$ cat src/rtl/vga_fb_reader_pkg.sv
// Shared constants for the camera frame-buffer display path: default VGA 640x480 timing,
// bank geometry and pixel format (RGB444 is shared with the capture side).
package vga_fb_reader_pkg;
  localparam int H_ACT_DEF  = 640;
  localparam int H_FP_DEF   = 16;
  localparam int H_SYNC_DEF = 96;
  localparam int H_BP_DEF   = 48;
  localparam int V_ACT_DEF  = 480;
  localparam int V_FP_DEF   = 10;
  localparam int V_SYNC_DEF = 2;
  localparam int V_BP_DEF   = 33;

  localparam int BANK_SIZE_DEF = H_ACT_DEF * V_ACT_DEF;
  localparam int ADDR_W        = 20;
  localparam int PIX_W         = 12;
  localparam int CNT_W         = 10;

  typedef logic [PIX_W-1:0]  rgb444_t;
  typedef logic [ADDR_W-1:0] fb_addr_t;
endpackage

$ cat src/rtl/vga_fb_reader_timing.sv
// VGA raster timing: pixel/line counters with stage-0 decode of active area, syncs and
// frame boundaries. Kept standalone so an overlay block can reuse it.
module vga_fb_reader_timing
  import vga_fb_reader_pkg::*;
#(
  parameter int   H_ACT    = H_ACT_DEF,
  parameter int   H_FP     = H_FP_DEF,
  parameter int   H_SYNC   = H_SYNC_DEF,
  parameter int   H_BP     = H_BP_DEF,
  parameter int   V_ACT    = V_ACT_DEF,
  parameter int   V_FP     = V_FP_DEF,
  parameter int   V_SYNC   = V_SYNC_DEF,
  parameter int   V_BP     = V_BP_DEF,
  parameter logic SYNC_POL = 1'b0
) (
  input  logic clk_i,
  input  logic rst_i,
  output logic active_o,
  output logic hs_o,
  output logic vs_o,
  output logic sof_o,
  output logic eof_o
);
  localparam int H_TOT = H_ACT + H_FP + H_SYNC + H_BP;
  localparam int V_TOT = V_ACT + V_FP + V_SYNC + V_BP;

  localparam logic [CNT_W-1:0] H_LAST = CNT_W'(H_TOT - 1);
  localparam logic [CNT_W-1:0] V_LAST = CNT_W'(V_TOT - 1);
  localparam logic [CNT_W-1:0] H_ACTC = CNT_W'(H_ACT);
  localparam logic [CNT_W-1:0] V_ACTC = CNT_W'(V_ACT);
  localparam logic [CNT_W-1:0] HS_BEG = CNT_W'(H_ACT + H_FP);
  localparam logic [CNT_W-1:0] HS_END = CNT_W'(H_ACT + H_FP + H_SYNC - 1);
  localparam logic [CNT_W-1:0] VS_BEG = CNT_W'(V_ACT + V_FP);
  localparam logic [CNT_W-1:0] VS_END = CNT_W'(V_ACT + V_FP + V_SYNC - 1);

  logic [CNT_W-1:0] h_cnt_q, h_cnt_d;
  logic [CNT_W-1:0] v_cnt_q, v_cnt_d;

  always_comb begin
    h_cnt_d = h_cnt_q + CNT_W'(1);
    v_cnt_d = v_cnt_q;
    if (h_cnt_q == H_LAST) begin
      h_cnt_d = '0;
      v_cnt_d = (v_cnt_q == V_LAST) ? '0 : v_cnt_q + CNT_W'(1);
    end
  end

  always_ff @(posedge clk_i) begin
    if (rst_i) begin
      h_cnt_q <= '0;
      v_cnt_q <= '0;
    end else begin
      h_cnt_q <= h_cnt_d;
      v_cnt_q <= v_cnt_d;
    end
  end

  // Stage 0: decode straight from the counters
  assign active_o = (h_cnt_q < H_ACTC) && (v_cnt_q < V_ACTC);
  assign hs_o     = ((h_cnt_q >= HS_BEG) && (h_cnt_q <= HS_END)) ? SYNC_POL : ~SYNC_POL;
  assign vs_o     = ((v_cnt_q >= VS_BEG) && (v_cnt_q <= VS_END)) ? SYNC_POL : ~SYNC_POL;
  assign sof_o    = (h_cnt_q == '0) && (v_cnt_q == '0);
  assign eof_o    = (h_cnt_q == H_LAST) && (v_cnt_q == V_LAST);
endmodule

$ cat src/rtl/vga_fb_reader.sv
// Frame-buffer display reader: linear RAM fetch during the active area, with syncs, de and
// frame_start delayed to line up with the returned pixel on the VGA pins.
module vga_fb_reader
  import vga_fb_reader_pkg::*;
#(
  parameter int   H_ACT     = H_ACT_DEF,
  parameter int   H_FP      = H_FP_DEF,
  parameter int   H_SYNC    = H_SYNC_DEF,
  parameter int   H_BP      = H_BP_DEF,
  parameter int   V_ACT     = V_ACT_DEF,
  parameter int   V_FP      = V_FP_DEF,
  parameter int   V_SYNC    = V_SYNC_DEF,
  parameter int   V_BP      = V_BP_DEF,
  parameter int   BANK_SIZE = BANK_SIZE_DEF,
  parameter int   RD_LAT    = 1,
  parameter logic SYNC_POL  = 1'b0
) (
  input  logic              pclk,
  input  logic              rst,
  input  logic              bank_sel,
  output logic [ADDR_W-1:0] ram_addr,
  output logic              ram_en,
  input  logic [PIX_W-1:0]  ram_data,
  output logic [PIX_W-1:0]  vga_rgb,
  output logic              vga_hs,
  output logic              vga_vs,
  output logic              vga_de,
  output logic              frame_start
);
  localparam int       PD        = RD_LAT + 1;
  localparam fb_addr_t BANK_BASE = ADDR_W'(BANK_SIZE);

  logic active, hs0, vs0, sof, eof;

  vga_fb_reader_timing #(
    .H_ACT(H_ACT), .H_FP(H_FP), .H_SYNC(H_SYNC), .H_BP(H_BP),
    .V_ACT(V_ACT), .V_FP(V_FP), .V_SYNC(V_SYNC), .V_BP(V_BP),
    .SYNC_POL(SYNC_POL)
  ) u_timing (
    .clk_i(pclk), .rst_i(rst),
    .active_o(active), .hs_o(hs0), .vs_o(vs0), .sof_o(sof), .eof_o(eof)
  );

  logic     bank_q;
  fb_addr_t addr_q, addr_d;
  logic     en_q, en_d;

  // Bank only changes on the last cycle of a frame so a switch never tears the picture
  always_ff @(posedge pclk) begin
    if (rst)      bank_q <= bank_sel;
    else if (eof) bank_q <= bank_sel;
  end

  always_comb begin
    addr_d = addr_q;
    en_d   = active;
    if (sof)         addr_d = bank_q ? BANK_BASE : '0;
    else if (active) addr_d = addr_q + ADDR_W'(1);
  end

  // Stage 1: registered RAM request
  always_ff @(posedge pclk) begin
    if (rst) begin
      addr_q <= '0;
      en_q   <= 1'b0;
    end else begin
      addr_q <= addr_d;
      en_q   <= en_d;
    end
  end

  assign ram_addr = addr_q;
  assign ram_en   = en_q;

  logic [PD-1:0] de_sr_q, hs_sr_q, vs_sr_q, fs_sr_q;
  rgb444_t       rgb_q;
  logic          de_q, hs_q, vs_q, fs_q;

  // Stages 1..1+RD_LAT: control flags track the RAM request until its data returns
  always_ff @(posedge pclk) begin
    if (rst) begin
      de_sr_q <= '0;
      fs_sr_q <= '0;
      hs_sr_q <= {PD{~SYNC_POL}};
      vs_sr_q <= {PD{~SYNC_POL}};
    end else begin
      de_sr_q <= {de_sr_q[PD-2:0], active};
      fs_sr_q <= {fs_sr_q[PD-2:0], sof};
      hs_sr_q <= {hs_sr_q[PD-2:0], hs0};
      vs_sr_q <= {vs_sr_q[PD-2:0], vs0};
    end
  end

  // Stage 2+RD_LAT: output registers; blanking is forced black regardless of RAM contents
  always_ff @(posedge pclk) begin
    if (rst) begin
      rgb_q <= '0;
      de_q  <= 1'b0;
      fs_q  <= 1'b0;
      hs_q  <= ~SYNC_POL;
      vs_q  <= ~SYNC_POL;
    end else begin
      rgb_q <= de_sr_q[PD-1] ? ram_data : '0;
      de_q  <= de_sr_q[PD-1];
      fs_q  <= fs_sr_q[PD-1];
      hs_q  <= hs_sr_q[PD-1];
      vs_q  <= vs_sr_q[PD-1];
    end
  end

  assign vga_rgb     = rgb_q;
  assign vga_de      = de_q;
  assign frame_start = fs_q;
  assign vga_hs      = hs_q;
  assign vga_vs      = vs_q;
endmodule

$ cat config.mk
export PLATFORM = sky130hd
export DESIGN_NAME = vga_fb_reader
export DESIGN_NICKNAME = d
export VERILOG_FILES = /design/src/rtl/vga_fb_reader_pkg.sv /design/src/rtl/vga_fb_reader_timing.sv /design/src/rtl/vga_fb_reader.sv
export SDC_FILE = /design/constraint.sdc
export NUM_CORES = 1
export LEC_CHECK = 0
export ABC_AREA = 1
export CAP_MARGIN = 20
export CORE_MARGIN = 8
export CORE_UTILIZATION = 57
export DETAILED_ROUTE_END_ITERATION = 16
export PLACE_DENSITY = 0.85
export SYNTH_ARGS = -nofsm -noshare
export SYNTH_HDL_FRONTEND = slang
export SYNTH_SLANG_ARGS = --single-unit
$ cat constraint.sdc
create_clock -name pclk -period 2.3 [get_ports pclk]
set_input_delay 0.46 -clock pclk [delete_from_list [all_inputs] [get_ports pclk]]
set_output_delay 0.46 -clock pclk [all_outputs]
set_load 0.1 [all_outputs]
==> out/qor.csv <==
stage,metric,value,unit
detailed_routing,DR DRC count,0,
detailed_routing,initial DRC count,137,
synth,largest family of logic cells by synthesized area,simple AND/OR/NAND/NOR gates,
synth,cells after synthesis,431,
synth,syn_area_per_cell,7.21,sq um
power_and_ir_drop,Sequential Power Share,45.5,%
synth,top cell type by total area after synthesis,dfxtp_1,
sta,final hold vios,0,
critical_path,Worst EP arrival,1.90,ns
sta,f_max,614,MHz
clock_tree,clock latency on the worst-skew pair,0.34,ns
power_and_ir_drop,P per Cell Area,675,nW/um^2
place,Final Wtd Congestion,0.912,
power_and_ir_drop,logic gate share of total power,10.9,%
clock_tree,root buffer cell,clkbuf_8,
clock_tree,Max clock buf depth,2,
detailed_routing,routed len/inst,11.9,um
clock_tree,Setup Buffers After CTS,0,
cells_and_area,P&R area growth vs syn,23.2,%
synth,"EDFF count, synth",1,
clock_tree,CTS tree,yes,
synth,asr flop ratio synth,0,%
critical_path,Setup crit end kind,flip-flop,
sta,post-layout min period,1.63,ns
job,max-cap violations,0,
synth,"Seq/Total Area, Yosys",42.2,%
synth,"Warnings, synthesis",0,
sta,measured slew at the worst slew-check pin,0.406,ns
floorplan,Starting Density,57.8,%
worst_hold_path,HP Class,reg -> reg,
clock_tree,clock sinks,65,
synth,cell area after synthesis,3110,sq um
power_and_ir_drop,Int Power,1.91,mW
power_and_ir_drop,P_leak,1.66,nW
sta,Final period util,70.8,%
global_route,antenna violations before repair,0,
synth,count of distinct cell types in the synthesized netlist,41,
sta,clk_skew,0.00590,ns
critical_path,slowest CP cell,dfxtp_1,
critical_path,Slowest Stage Delay on Critical Path,0.45,ns
synth,xor/xnor cell area share of the yosys netlist,1.41,%
worst_hold_path,start point of the worst hold path,fs_sr_q[1]$_SDFF_PP0_,
critical_path,Crit Path Class,reg -> reg,
power_and_ir_drop,Max VDD drop,0.000464,V
clock_tree,"CTS clk-pin slew, worst paths",0.07,ns
critical_path,r2r startpoint,u_timing.v_cnt_q[0]$_SDFFE_PP0P_,
global_route,vias in the first global route,2675,
cells_and_area,Final #Nets,510,
detailed_routing,"antenna viol nets, final",0,
synth,Syn Nets,451,
synth,post-synthesis compound-gate area fraction,7.85,%
clock_tree,CTS Hold Bufs,0,
cells_and_area,antenna cells,0,
critical_path,critical-path maximum fanout,10,
floorplan,# IOs,52,
sta,Pins Over Slew Limit,0,
critical_path,"delay-heaviest family, CP",flip-flops,
critical_path,Startpoint Class,flip-flop,
clock_tree,Resized Gates After CTS,0,
power_and_ir_drop,NetSw,0.678,mW
detailed_routing,vias post-DR,2803,
global_route,global-route wire length before repair,12100,um
synth,Yosys top cell area share,41.2,%
floorplan,total die area,8070,sq um
synth,ranking of synthesized cells by area,"dfxtp_1 41%, nand2_1 12%, nor2_1 8.8%",
floorplan,Die Y,89.8,um
synth,simple-gate share of the synthesized area,37.4,%
synth,Most used DFF post-synth,dfxtp_1,
sta,Final Setup Violations,0,
cells_and_area,layout cell share with drive strength beyond 1,19.4,%
clock_tree,H-Tree Depth,3,
cells_and_area,Fill cells,450,
power_and_ir_drop,Sw Ratio,26.3,%
critical_path,critical path cell sequence,inv_1 -> ha_1 -> inv_1 -> nor2_1 -> nand3_2 -> nand2_4 -> inv_4 -> nand2_1 -> a21oi_1,
worst_hold_path,Hold EP,frame_start$_SDFF_PP0_,
place,IO Port Bufs,51,
global_route,largest net degree at the start of global routing,17,
floorplan,Cell Rows,27,
sta,RSZ-0062 raised after global routing,false,
cells_and_area,final instance area,3830,sq um
detailed_routing,vias per std cell,4.95,
floorplan,die width,89.8,um
place,Placed Area,3590,sq um
critical_path,Reg2Reg Setup Slack,0.67,ns
critical_path,CP Data Required Time,2.57,ns
status,status,completed,
detailed_routing,DR pass1 iterations,4,
worst_hold_path,Hold Path Depth,2,
place,HPWL Detailed,5080,um
synth,post-synthesis mux area share,0,%
floorplan,core area,5370,sq um
detailed_routing,final wirelength,6720,um
synth,area share of fa/ha/maj cells after synthesis,2.01,%
critical_path,buffers and inverters on the worst path,3,
global_route,total track usage,17.9,%
critical_path,crit-path most repeated cell,inv_1,
sta,Post-Route Setup TNS,0,ns
power_and_ir_drop,power share of the clock group,43.6,%
critical_path,Worst R2R Path Depth,9,
synth,Seq cells post-synth,65,
sta,Rel. slew slack,72.9,%
global_route,Congestion Overflow GR,0,
critical_path,FF-to-FF End,ram_addr[4]$_SDFFE_PP0P_,
clock_tree,CTS Buf Count,9,
==> cells by family after synthesis <==
group,after synthesis
AND/OR/NAND/NOR,244
buffers and inverters,69
flip-flops,65
AO/OA/AOI/OAI,43
XOR/XNOR,5
adder cells (fa/ha/maj),5
==> synthesized netlist by cell type (4+ instances only) <==
cell and count:
a21oi_1 19, dfxtp_1 64, ha_1 5, inv_1 60
nand2_1 96, nand3_1 18, nand4_1 7, nor2_1 73
nor2_2 12, nor2_4 5, nor3_1 9, o21ai_0 7
o21ai_1 7, or2_2 4
==> power by group through the flow <==
stage          logic [mW]  clock network [mW]  registers [mW]
5_1_grt             0.301                1.21            1.18
3_5_place_dp        0.282                   0            1.20
6_report            0.281                1.13            1.18
4_1_cts             0.283                1.15            1.18
3_3_place_gp        0.279                   0            1.20
2_1_floorplan      0.0795                   0            1.32
==> state kept, by name, summed over array words and instances (netlist names) <==
signal and flops:
ram_addr 20, bank_q 1, u_timing.v_cnt_q 10, frame_start 1
vs_sr_q 2, hs_sr_q 2, fs_sr_q 2, de_sr_q 2
u_timing.h_cnt_q 10, vga_vs 1, vga_rgb 12, vga_hs 1
vga_de 1
==> per-stage QoR <==
stage	total power [mW]	setup slack, ns	std cells	util (%)	hold WS [ns]
4_1_cts	2.61	0.679	566	71.2	0.409
5_1_grt	2.69	0.477	566	71.2	0.415
3_5_place_dp	1.48	0.554	551	66.9	0.395
2_1_floorplan	1.40	0.127	431	-	0.388
6_report	2.58	0.672	566	71.2	0.406
3_3_place_gp	1.48	0.594	551	66.9	0.394
==> tightest hold or removal path: cells and delay by family, from the launching register on <==
kind | cells | cell delay [ns]
DFF | 1 | 0.30
and+or+nand+nor | 1 | 0.03
buffers and inverters | 1 | 0.04
==> area by class of cell <==
class | count | area [sq um] | area share [%]
tap | 72 | 90.1 | 2.35
clock inverter | 5 | 86.3 | 2.26
sequential | 65 | 1310 | 34.3
clock buffer | 10 | 149 | 3.89
inverter | 64 | 245 | 6.41
multi-input combinational | 297 | 1510 | 39.5
timing repair buffer | 53 | 433 | 11.3
==> routing by layer <==
metal / global-route usage [%] / up-vias / share of wire, %
met4: 7.48 / 0 / 1.5
met2: 29.5 / 58 / 48
li1: - / 1471 / -
met3: 4.99 / 9 / 5.3
met1: 21.2 / 1265 / 45
met5: 0 / - / 0
==> worst max-delay path by stage <==
stage	slack [ns]	to	startpoint	depth (start not counted)
2_1_floorplan	0.13	ram_addr[6]$_SDFFE_PP0P_	ram_addr[0]$_SDFFE_PP0P_	7
6_report	0.67	ram_addr[4]$_SDFFE_PP0P_	u_timing.v_cnt_q[0]$_SDFFE_PP0P_	9
4_1_cts	0.68	ram_addr[11]$_SDFFE_PP0P_	u_timing.v_cnt_q[0]$_SDFFE_PP0P_	9
3_3_place_gp	0.59	bank_q$_DFFE_PP_	rst	5
3_5_place_dp	0.55	vga_rgb[4]$_SDFF_PP0_	rst	4
5_1_grt	0.48	ram_addr[4]$_SDFFE_PP0P_	u_timing.v_cnt_q[0]$_SDFFE_PP0P_	9
==> placed cells by master, fill, tap and decap left out, types with 3 or more instances in the layout <==
cell	count
a21oi_1	19
buf_4	39
clkbuf_8	9
clkdlybuf4s50_1	14
dfxtp_1	64
ha_1	5
inv_1	60
nand2_1	96
nand2_2	3
nand3_1	18
nand3_2	3
nand3b_1	3
nand4_1	7
nor2_1	73
nor2_2	12
nor2_4	5
nor3_1	9
nor3_2	3
o21ai_0	7
o21ai_1	7
or2_2	4
xor2_1	3
(Power assumes the default switching activity.)
